$ cat src/rtl/dvp_capture_v2.sv
`default_nettype none
// ============================================================================
// dvp_capture_v2 : DVP camera capture, pixel conversion, beat packing, FIFO
// Revision: 2.0
// ============================================================================
module dvp_capture_v2 #(
   parameter int C_XCLK_DIV   = 3,
   parameter int C_DATA_WIDTH = 32,
   parameter int C_FIFO_DEPTH = 16
) (
   input  logic                      clk,
   input  logic                      resetn,
   input  logic [1:0]                ctrl_i,
   input  logic                      ctrl_strb_i,
   output logic                      act_o,
   input  logic [1:0]                format_i,
   input  logic [31:0]               frames_set_i,
   output logic [31:0]               frames_cur_o,
   input  logic [31:0]               line_size_i,
   input  logic                      pclk_i,
   input  logic                      href_i,
   input  logic                      vsync_i,
   input  logic [9:0]                dat_i,
   output logic                      xclk_o,
   output logic                      fsync_o,
   output logic                      sof_o,
   output logic [C_DATA_WIDTH-1:0]   dat_o,
   output logic [C_DATA_WIDTH/8-1:0] dat_strb_o,
   output logic                      valid_o,
   output logic                      last_o,
   input  logic                      ready_i,
   output logic                      ovf_o
);

   localparam int BW = C_DATA_WIDTH / 8;
   localparam int FW = $clog2(BW) + 1;
   localparam int AW = $clog2(C_FIFO_DEPTH);
   localparam int EW = C_DATA_WIDTH + BW + 2;

   localparam logic [1:0] ST_IDLE     = 2'd0;
   localparam logic [1:0] ST_ARMED    = 2'd1;
   localparam logic [1:0] ST_ACTIVE   = 2'd2;
   localparam logic [1:0] ST_STOPPING = 2'd3;

   function automatic logic [BW-1:0] lane_mask(input logic [FW-1:0] n);
      logic [BW-1:0] m;
      m = '0;
      for (int i = 0; i < BW; i++) m[i] = (FW'(i) < n);
      return m;
   endfunction

   // sensor master clock
   logic [7:0] xclk_cnt;
   always_ff @(posedge clk) begin
      if (!resetn) begin
         xclk_cnt <= '0;
         xclk_o   <= 1'b0;
      end else if (xclk_cnt == 8'(C_XCLK_DIV - 1)) begin
         xclk_cnt <= '0;
         xclk_o   <= ~xclk_o;
      end else begin
         xclk_cnt <= xclk_cnt + 8'd1;
      end
   end

   logic       pclk_s1, pclk_s2, pclk_s3;
   logic       href_s1, href_s2, href_s3;
   logic       vsync_s1, vsync_s2, vsync_s3;
   logic [7:0] byte_s1, byte_s2;
   logic       unused_lsbs;
   assign unused_lsbs = ^dat_i[1:0];

   always_ff @(posedge clk) begin
      if (!resetn) begin
         {pclk_s1, pclk_s2, pclk_s3}    <= '0;
         {href_s1, href_s2, href_s3}    <= '0;
         {vsync_s1, vsync_s2, vsync_s3} <= '0;
         byte_s1 <= '0;
         byte_s2 <= '0;
      end else begin
         {pclk_s1, pclk_s2, pclk_s3}    <= {pclk_i, pclk_s1, pclk_s2};
         {href_s1, href_s2, href_s3}    <= {href_i, href_s1, href_s2};
         {vsync_s1, vsync_s2, vsync_s3} <= {vsync_i, vsync_s1, vsync_s2};
         byte_s1 <= dat_i[9:2];
         byte_s2 <= byte_s1;
      end
   end

   logic pclk_rise, href_fall, vsync_rise;
   assign pclk_rise  = pclk_s2 & ~pclk_s3;
   assign href_fall  = href_s3 & ~href_s2;
   assign vsync_rise = vsync_s2 & ~vsync_s3;
   assign fsync_o    = vsync_s2;

   logic [1:0] state, state_nxt;
   logic       cmd_stop, cmd_arm, cmd_halt, frames_done;
   assign cmd_stop    = ctrl_strb_i && (ctrl_i == 2'd0);
   assign cmd_arm     = ctrl_strb_i && (ctrl_i == 2'd1);
   assign cmd_halt    = ctrl_strb_i && (ctrl_i == 2'd2);
   assign frames_done = (frames_set_i != 32'd0) && (frames_cur_o == frames_set_i);

   always_ff @(posedge clk) begin
      if (!resetn) state <= ST_IDLE;
      else         state <= state_nxt;
   end

   // a stop strobe outranks everything, including a coincident vsync rise
   always_comb begin
      state_nxt = state;
      if (cmd_stop) begin
         state_nxt = ST_IDLE;
      end else begin
         case (state)
            ST_IDLE:     if (cmd_arm) state_nxt = ST_ARMED;
            ST_ARMED:    if (vsync_rise) state_nxt = ST_ACTIVE;
            ST_ACTIVE: begin
               if (cmd_halt)                       state_nxt = ST_STOPPING;
               else if (vsync_rise && frames_done) state_nxt = ST_IDLE;
            end
            ST_STOPPING: if (vsync_rise) state_nxt = ST_IDLE;
            default:     state_nxt = ST_IDLE;
         endcase
      end
   end

   always_comb begin
      act_o = (state == ST_ACTIVE) || (state == ST_STOPPING);
   end

   logic        arm_now, frame_tick, running;
   logic [1:0]  fmt;
   logic [31:0] line_size;
   logic        sof_pend, push_now, fifo_drop;
   assign arm_now    = (state == ST_IDLE) && cmd_arm;
   assign frame_tick = vsync_rise && (state_nxt == ST_ACTIVE);
   assign running    = act_o && !cmd_stop;

   always_ff @(posedge clk) begin
      if (!resetn) begin
         frames_cur_o <= '0;
         ovf_o        <= 1'b0;
         fmt          <= '0;
         line_size    <= '0;
         sof_pend     <= 1'b0;
      end else begin
         if (arm_now) begin
            frames_cur_o <= '0;
            fmt          <= format_i;
            line_size    <= line_size_i;
         end else if (frame_tick) begin
            frames_cur_o <= frames_cur_o + 32'd1;
         end
         if (arm_now)         sof_pend <= 1'b0;
         else if (frame_tick) sof_pend <= 1'b1;
         else if (push_now)   sof_pend <= 1'b0;
         if (arm_now)         ovf_o <= 1'b0;
         else if (fifo_drop)  ovf_o <= 1'b1;
      end
   end

   logic                    take, pair_fmt, have_b0, emit_v, emit_ok, beat_end;
   logic [7:0]              b0;
   logic [2:0]              emit_n;
   logic [31:0]             emit_word, line_cnt, line_nxt;
   logic [FW-1:0]           fill, fill_nxt;
   logic [C_DATA_WIDTH-1:0] beat, beat_nxt;
   logic                    push_v;
   logic [EW-1:0]           push_entry;

   assign take     = running && pclk_rise && href_s2;
   assign pair_fmt = (fmt == 2'd0) || (fmt == 2'd2);

   always_comb begin
      emit_v    = 1'b0;
      emit_n    = 3'd1;
      emit_word = {24'h0, byte_s2};
      if (take) begin
         if (!pair_fmt) begin
            emit_v = 1'b1;
         end else if (have_b0) begin
            emit_v = 1'b1;
            if (fmt == 2'd0) begin
               emit_n    = 3'd4;
               emit_word = {8'h00, b0[7:3], 3'b000, b0[2:0], byte_s2[7:5], 2'b00,
                            byte_s2[4:0], 3'b000};
            end else begin
               emit_n    = 3'd2;
               emit_word = {16'h0, byte_s2, b0};
            end
         end
      end
   end

   // line_size is a multiple of 4, so an emitted group never straddles a beat or line end
   assign emit_ok  = emit_v && (line_cnt < line_size);
   assign fill_nxt = fill + FW'(emit_n);
   assign line_nxt = line_cnt + 32'(emit_n);
   assign beat_nxt = beat | (C_DATA_WIDTH'(emit_word) << {fill, 3'b000});
   assign beat_end = (fill_nxt == FW'(BW)) || (line_nxt == line_size);
   assign push_now = running && ((emit_ok && beat_end) || (href_fall && fill != '0));

   always_ff @(posedge clk) begin
      if (!resetn || !running) begin
         fill       <= '0;
         have_b0    <= 1'b0;
         b0         <= '0;
         line_cnt   <= '0;
         beat       <= '0;
         push_v     <= 1'b0;
         push_entry <= '0;
      end else begin
         push_v <= 1'b0;
         if (take && pair_fmt && !have_b0) begin
            b0      <= byte_s2;
            have_b0 <= 1'b1;
         end
         if (emit_v) have_b0 <= 1'b0;
         if (emit_ok) begin
            line_cnt <= line_nxt;
            if (beat_end) begin
               push_v     <= 1'b1;
               push_entry <= {beat_nxt, lane_mask(fill_nxt), line_nxt == line_size, sof_pend};
               beat       <= '0;
               fill       <= '0;
            end else begin
               beat <= beat_nxt;
               fill <= fill_nxt;
            end
         end
         if (href_fall) begin
            have_b0  <= 1'b0;
            line_cnt <= '0;
            if (fill != '0) begin
               push_v     <= 1'b1;
               push_entry <= {beat, lane_mask(fill), 1'b1, sof_pend};
               beat       <= '0;
               fill       <= '0;
            end
         end
      end
   end

   logic [EW-1:0] mem [C_FIFO_DEPTH];
   logic [AW-1:0] wr_ptr, rd_ptr;
   logic [AW:0]   count;
   logic          empty, full, pop, wr_en;
   assign empty     = (count == '0);
   assign full      = (count == (AW+1)'(C_FIFO_DEPTH));
   assign pop       = (!valid_o || ready_i) && !empty;
   assign wr_en     = push_v && (!full || pop);
   assign fifo_drop = push_v && full && !pop;

   always_ff @(posedge clk) begin
      if (wr_en) mem[wr_ptr] <= push_entry;
   end

   always_ff @(posedge clk) begin
      if (!resetn) begin
         wr_ptr <= '0;
         rd_ptr <= '0;
         count  <= '0;
      end else begin
         if (wr_en) wr_ptr <= wr_ptr + AW'(1);
         if (pop)   rd_ptr <= rd_ptr + AW'(1);
         case ({wr_en, pop})
            2'b10:   count <= count + (AW+1)'(1);
            2'b01:   count <= count - (AW+1)'(1);
            default: count <= count;
         endcase
      end
   end

   always_ff @(posedge clk) begin
      if (!resetn) begin
         valid_o    <= 1'b0;
         dat_o      <= '0;
         dat_strb_o <= '0;
         last_o     <= 1'b0;
         sof_o      <= 1'b0;
      end else if (!valid_o || ready_i) begin
         valid_o <= !empty;
         if (!empty) {dat_o, dat_strb_o, last_o, sof_o} <= mem[rd_ptr];
      end
   end

endmodule
`default_nettype wire
$ cat config.mk
export PLATFORM = sky130hd
export DESIGN_NAME = dvp_capture_v2
export DESIGN_NICKNAME = d
export VERILOG_FILES = /design/src/rtl/dvp_capture_v2.sv
export SDC_FILE = /design/constraint.sdc
export NUM_CORES = 1
export LEC_CHECK = 0
export CAP_MARGIN = 20
export CORE_MARGIN = 10
export CORE_UTILIZATION = 55
export CTS_CLUSTER_DIAMETER = 120
export DETAILED_ROUTE_END_ITERATION = 10
export PLACE_DENSITY = 0.74
export SYNTH_ARGS = -nofsm -noshare
export SYNTH_HDL_FRONTEND = slang
export SYNTH_SLANG_ARGS = --single-unit
$ cat constraint.sdc
create_clock -name clk -period 5.7 [get_ports clk]
set_input_delay 1.14 -clock clk [delete_from_list [all_inputs] [get_ports clk]]
set_output_delay 1.14 -clock clk [all_outputs]
set_load 0.01 [all_outputs]
---- Word level (Yosys, flattened, before mapping) ----
Memory sizes are Yosys's and may differ from the RTL's. A register that Yosys moved wholly into a read port is not among the register bits.
Cells that the tools add are included.
storage, ports and cells
  output and inout bits ................... 75
  register bits ........................... 233
  bits in writable memories ............... 608
  input bits .............................. 85
  logic and storage cells ................. 161
  memories ................................ 1
cells by class
  eq/ne operators ......................... 14
  shifts and indexed selects .............. 1
  $add $sub $neg .......................... 8
  mux-type cells .......................... 39
  reductions and logical operators ........ 49
  magnitude comparators ................... 9
  bitwise operators ....................... 10
memory list
  memory  depth  bits a word  read ports  clocked after memory_dff  wr ports  RTL line  RTL
  mem     16     38           1           1                         1         243       logic [EW-1:0] mem [C_FIFO_DEPTH];
operators by type and width
  cell                   number
  $mux 38                4
  $mux 32                4
  $mux 24                4
  $eq 32x32->1           2
  $add 32x1->32 const B  1
  $add 32x3->32          1
  $lt 32x32->1           1
  $or 32x32->32          1
  $reduce_bool 32->1     1
  $shl 32x6->32          1
  $mux 3                 8
  $logic_and 1x1->1      20
  $eq 2x2->1 const B     6
  $lt 1x3->1 const A     4
  $lt 2x3->1 const A     4
  $mux 2                 6
  $mux 1                 11
  $pmux 5 s2             1
  $logic_not 1->1        9
  $add 4x1->4 const B    2
  $add 8x1->8 const B    1
  $eq 8x2->1 const B     1
  $pmux 2 s4             1
  $logic_or 1x1->1       7
  15 further kinds       29

---- Logic depth before layout (Yosys ltp) ----
  depth after elaboration ................. 15
  depth in mapped cells ................... 21
  mapped depth without buffers ............ 15

---- Worst setup path before layout ----
No wires, ideal clock.
  path kind ............................... input to register
  from .................................... input ctrl_i[1]
  to ...................................... register push_entry[18]
  slack ................................... 240 ps
  arrival time ............................ 5329 ps
  stages on the path ...................... 19
  path buffers ............................ 4
  data required time ...................... 5569 ps
  path through ............................ or3b_1 nand3_1 nor2b_1 clkbuf_1 inv_2 clkbuf_1 clkbuf_1 ha_1 fa_1 a21oi_1 nor4b_4 a41oi_1 nor4_1 o2111ai_1 nor4_2 nand3_4 buf_2 a2111oi_0 nor3_1
between the ends
  cells in the longest elaborated chain, start to end .. 14
RTL lines
  what                                                 RTL line  RTL
  start: declaration                                   13        input logic [1:0] ctrl_i,
  $logic_not 2->1 (*)                                  97        assign cmd_stop = ctrl_strb_i && (ctrl_i == 2'd0);
  $logic_and 1x1->1 (*)                                97
  $logic_not 1->1 (*)                                  136       assign running = act_o && !cmd_stop;
  $logic_and 1x1->1 (*)                                136
  $logic_and 1x1->1 (2 in series)                      170       assign take = running && pclk_rise && href_s2;
  $mux 3                                               177       if (take) begin
  $add 32x3->32 / $add 3x3->3 (equally long branches)  197, 196
  $eq 32x32->1 / $eq 3x3->1 (equally long branches)    199       assign beat_end = (fill_nxt == FW'(BW)) || (line_nxt == line_size);
  $logic_or 1x1->1                                     199
  $mux 38                                              220       if (beat_end) begin
  $mux 38                                              218       if (emit_ok) begin
  $mux 38                                              233       if (fill != '0) begin
  $mux 38                                              230       if (href_fall) begin
  end signal: assignment                               222       push_entry <= {beat_nxt, lane_mask(fill_nxt), line_nxt == line_size, sof_pend};
  end signal: assignment                               235       push_entry <= {beat, lane_mask(fill), 1'b1, sof_pend};
  end: declaration                                     168       logic [EW-1:0] push_entry;
Every way passes the cells marked *; elsewhere a longest branch is shown, timed or not.
A chain may end at the register's enable or synchronous reset.

---- Final worst setup path ----
  from .................................... input ctrl_strb_i
  to ...................................... register push_entry[16]
between the ends
  cells in the longest elaborated chain, start to end .. 13
RTL lines
  what                                                 RTL line  RTL
  start: declaration                                   14        input logic ctrl_strb_i,
  $logic_and 1x1->1 (*)                                97
  $logic_not 1->1 (*)                                  136
  $logic_and 1x1->1 (*)                                136
  $logic_and 1x1->1 (2 in series)                      170
  $mux 3                                               177
  $add 32x3->32 / $add 3x3->3 (equally long branches)  197, 196
  $eq 32x32->1 / $eq 3x3->1 (equally long branches)    199
  $logic_or 1x1->1                                     199
  $mux 38                                              220
  $mux 38                                              218
  $mux 38                                              233
  $mux 38                                              230
Marked as above.

==> qor.yml <==
sta:
  maxSlewHeadroom_pct: 31.43
  skew_ps: 24.60
  slew_viol_final: 0
  post-route-period-util_pct: 90.13
  timing.final.ws_setup_ps: 562.3
  rsz0062_at_grt: "no"
  fmax_ghz: 0.1946
  setup_viol_count_final: 0
  setup_tns_ps: 0
  worstMarginPinSlew_ps: 1018
  period_minus_slack_ps: 5138
  hold_viol: 0
cts:
  cts-root-buf: "clkbuf_16"
  clock_sinks: 879
  cts_buffers: 87
  hold_buffers: 0
  clkSlewWorstSetupHoldPaths_ps: 60
  cts_buffer_depth: 3
  ctsHtreeMaxLevel: 3
  clk-insertion-delay-late_ps: 660
  cts_tree: "done"
  cts_setup_buffers: 0
  post_cts.resized_instances: 0
setup_path:
  cp_common_cell: "buf_4"
  critical_path_buf_inv_count: 5
  r2r_end: "push_entry[16]"
  r2r-start: "state[1]"
  critPathKind: "in -> reg"
  crit_fanout: 45
  cp_data_arrival_time_ps: 5650
  max_stage_delay_ps: 500
  critPathTopFamily: "simple AND/OR/NAND/NOR gates"
  cp-start-kind: "primary input"
  required_ps: 6210
  reg2reg_depth: 17
  worstSetupEndpointType: "register"
  cp_cell_sequence: "clkdlybuf4s50_1 -> or3b_1 -> nand3_1 -> nor2b_1 -> inv_2 -> ha_1 -> fa_1 -> a21oi_1 -> buf_4 -> nor4b_4 -> a41oi_1 -> nor4_1 -> o2111ai_1 -> nor4_2 -> buf_4 -> nand3_4 -> buf_12 -> a2111oi_0 -> nor3_1"
  cp_slowest_cell: "clkdlybuf4s50_1"
  r2r_slack_ps: 1180
die:
  rows: 95
  start_util_pct: 55.46
  ios: 160
  die_w_microns: 280.2
  die_area_sq_um: 78520
  die_h_microns: 280.2
  core_sq_um: 67160
global_route:
  grt_pass1_vias: 23860
  grt_overflow_total: 0
  antenna_found_initial: 2
  grt_pass1_wl_microns: 145000
  grt_max_degree: 103
  grt_use_total_pct: 23.99
synthesis:
  netlist_instances: 2636
  synthArstFlopShare_pct: 0
  syn_avg_cell_area_sq_um: 14.13
  synth-edff-count: 608
  ys_seq_area_share_pct: 63.59
  netlist_area_sq_um: 37240
  synth-seq-cells: 879
  ys_warn_count: 0
  synth_fp_nets: 2771
  synth_ff_type: "edfxtp_1"
  ys_types: 74
power_and_ir_drop:
  power_frac_comb_pct: 1.7
  power_density_nw_per_um2: 302.1
  seq_power_share_pct: 52.0
  peakVddDrop_uv: 227.7
  p_leak_nw: 15.12
  switching_share_pct: 20.22
  power_switching_mw: 2.636
  p_clk_share_pct: 46.3
  cell_internal_pwr_mw: 10.40
placement:
  globalplace.congestion: 0.9035
  dp.cells: 3585
  portBuffers: 157
  place_ws_ps: -58.45
  place_hpwl_microns: 54630
cells_and_area:
  area_growth_pct: 15.89
  nNetsFinal: 2937
  final_cells: 3749
  drive_gt1_share_pct: 16.31
  antenna_cells: 0
min_path:
  hold_start: "byte_s1[6]"
  min_to: "byte_s2[6]"
  hp-class: "reg -> reg"
  hold_depth: 1
routing:
  drt-pass1-iter-count: 5
  met1Wirelength_microns: 36690
  postRouteWirelength_microns: 92870
  detail-route-antenna-nets: 0
  via_per_inst: 6.188
  drc: 0
  met3_length_microns: 7012
  drt_iter0_markers: 2397
  wl_met2_microns: 46990
  num_vias: 23200
  dr.max_layer_used: "met4"
  detail_route.wl_per_cell_microns: 24.77
outcome:
  outcome: "complete, no violations"
flow_run:
  drv_cap: 0
==> registers in the layout, summed over array words and instances, names as in the netlist, 3 cells and up <==
| register | count |
|---|---|
| line_size | 32 |
| b0 | 8 |
| byte_s1 | 8 |
| wr_ptr | 4 |
| count | 5 |
| push_entry | 38 |
| beat | 32 |
| rd_ptr | 4 |
| byte_s2 | 8 |
| fill | 3 |
| mem | 608 |
| xclk_cnt | 8 |
| dat_strb_o | 4 |
| frames_cur_o | 32 |
| line_cnt | 32 |
| dat_o | 32 |
==> cell usage in the layout, fill, tap and decap left out, types with 56 or more instances in the layout <==
cell	instances
buf_4	75
nand2_1	233
a21oi_1	69
edfxtp_1	608
nor3_1	72
xor2_1	68
inv_1	56
nand3_1	57
clkdlybuf4s50_1	156
clkbuf_16	89
a21boi_0	75
xnor2_1	77
nor2_1	153
dfxtp_1	267
mux4_2	190
==> per-layer routing <==
metal,track usage (%),up-vias
met2,41.08,967
met1,31.54,11720
met5,0,-
met4,6.389,0
li1,-,10370
met3,3.741,149
==> Yosys cell counts, types with 4 or more instances <==
cell,instances,share of area (%)
nand4_1,42,0.71
a41oi_2,5,0.22
o22ai_1,12,0.20
mux4_2,190,11
a21boi_0,75,1.5
a31oi_1,23,0.39
a211oi_1,5,0.10
xnor2_1,77,1.8
inv_1,56,0.56
nand2b_1,13,0.22
o31a_1,4,0.094
mux2i_1,25,0.67
nor2_1,165,1.7
nor4_1,40,0.67
o21bai_1,5,0.10
and3_1,20,0.34
a2111oi_0,17,0.40
or3_1,42,0.71
nor2b_1,15,0.25
o211ai_1,4,0.081
a21o_1,35,0.71
a221oi_1,7,0.16
and4_1,6,0.14
clkbuf_1,130,1.3
nor3_1,76,1.0
a21oi_1,70,0.94
ha_1,47,1.6
nand2_1,233,2.3
buf_1,13,0.13
dfxtp_1,271,15
buf_2,16,0.22
or4_1,4,0.081
nand3_1,57,0.77
edfxtp_1,608,49
o21ai_0,48,0.65
and2_1,43,0.72
a31o_2,12,0.28
xor2_1,68,1.6
o221ai_1,6,0.14
==> through the flow <==
| stage | utilization [%] | area (sq um) | hold WS (ps) | total power, mW |
|---|---|---|---|---|
| finish | 64.27 | 43160 | 435.7 | 13.04 |
| global route | 64.27 | 43160 | 448.1 | 13.38 |
| CTS | 64.25 | 43150 | 435.0 | 13.13 |
| detailed placement | 59.72 | 40110 | 421.8 | 7.141 |
| global placement | 59.72 | 40110 | 418.3 | 7.134 |
| floorplan | - | 37240 | 411.9 | 7.023 |
==> power by group through the flow <==
stage                     logic, mW  clock network, mW  registers [mW]
after floorplan               0.116                  0            6.91
after global placement        0.221                  0            6.91
after detailed placement      0.226                  0            6.91
after CTS                     0.228               6.13            6.78
after global routing          0.248               6.36            6.78
final                         0.226               6.04            6.78
==> cells by family after synthesis <==
kind of cell | after synthesis | synth area share [%]
adders and majority gates | 50 | 1.740
buffers and inverters | 221 | 2.345
xor gates and xnor gates | 145 | 3.410
DFF | 879 | 63.59
and+or+nand+nor | 775 | 10.21
AOI/OAI and AO/OA | 350 | 6.518
muxes | 216 | 12.19
==> worst max path at each step <==
stage                start              to  slack [ps]  cells past startpoint
2_1_floorplan    ctrl_i[1]  push_entry[18]         240                     19
3_3_place_gp   ctrl_strb_i  push_entry[17]        -0.5                     19
3_5_place_dp   ctrl_strb_i  push_entry[16]         -60                     19
4_1_cts        ctrl_strb_i  push_entry[16]         600                     19
5_1_grt        ctrl_strb_i  push_entry[16]         190                     19
6_report       ctrl_strb_i  push_entry[16]         560                     19
==> layout make-up <==
| type | count | area (sq um) |
|---|---|---|
| clock buffer | 110 | 2326 |
| clock inverter | 53 | 718.2 |
| fill | 4631 | 24000 |
| inverter | 58 | 217.7 |
| multi-input combinational | 1536 | 12820 |
| sequential | 879 | 23690 |
| tap | 873 | 1092 |
| timing repair buffer | 240 | 2296 |
Note: power is estimated with default switching activity, not from simulation.
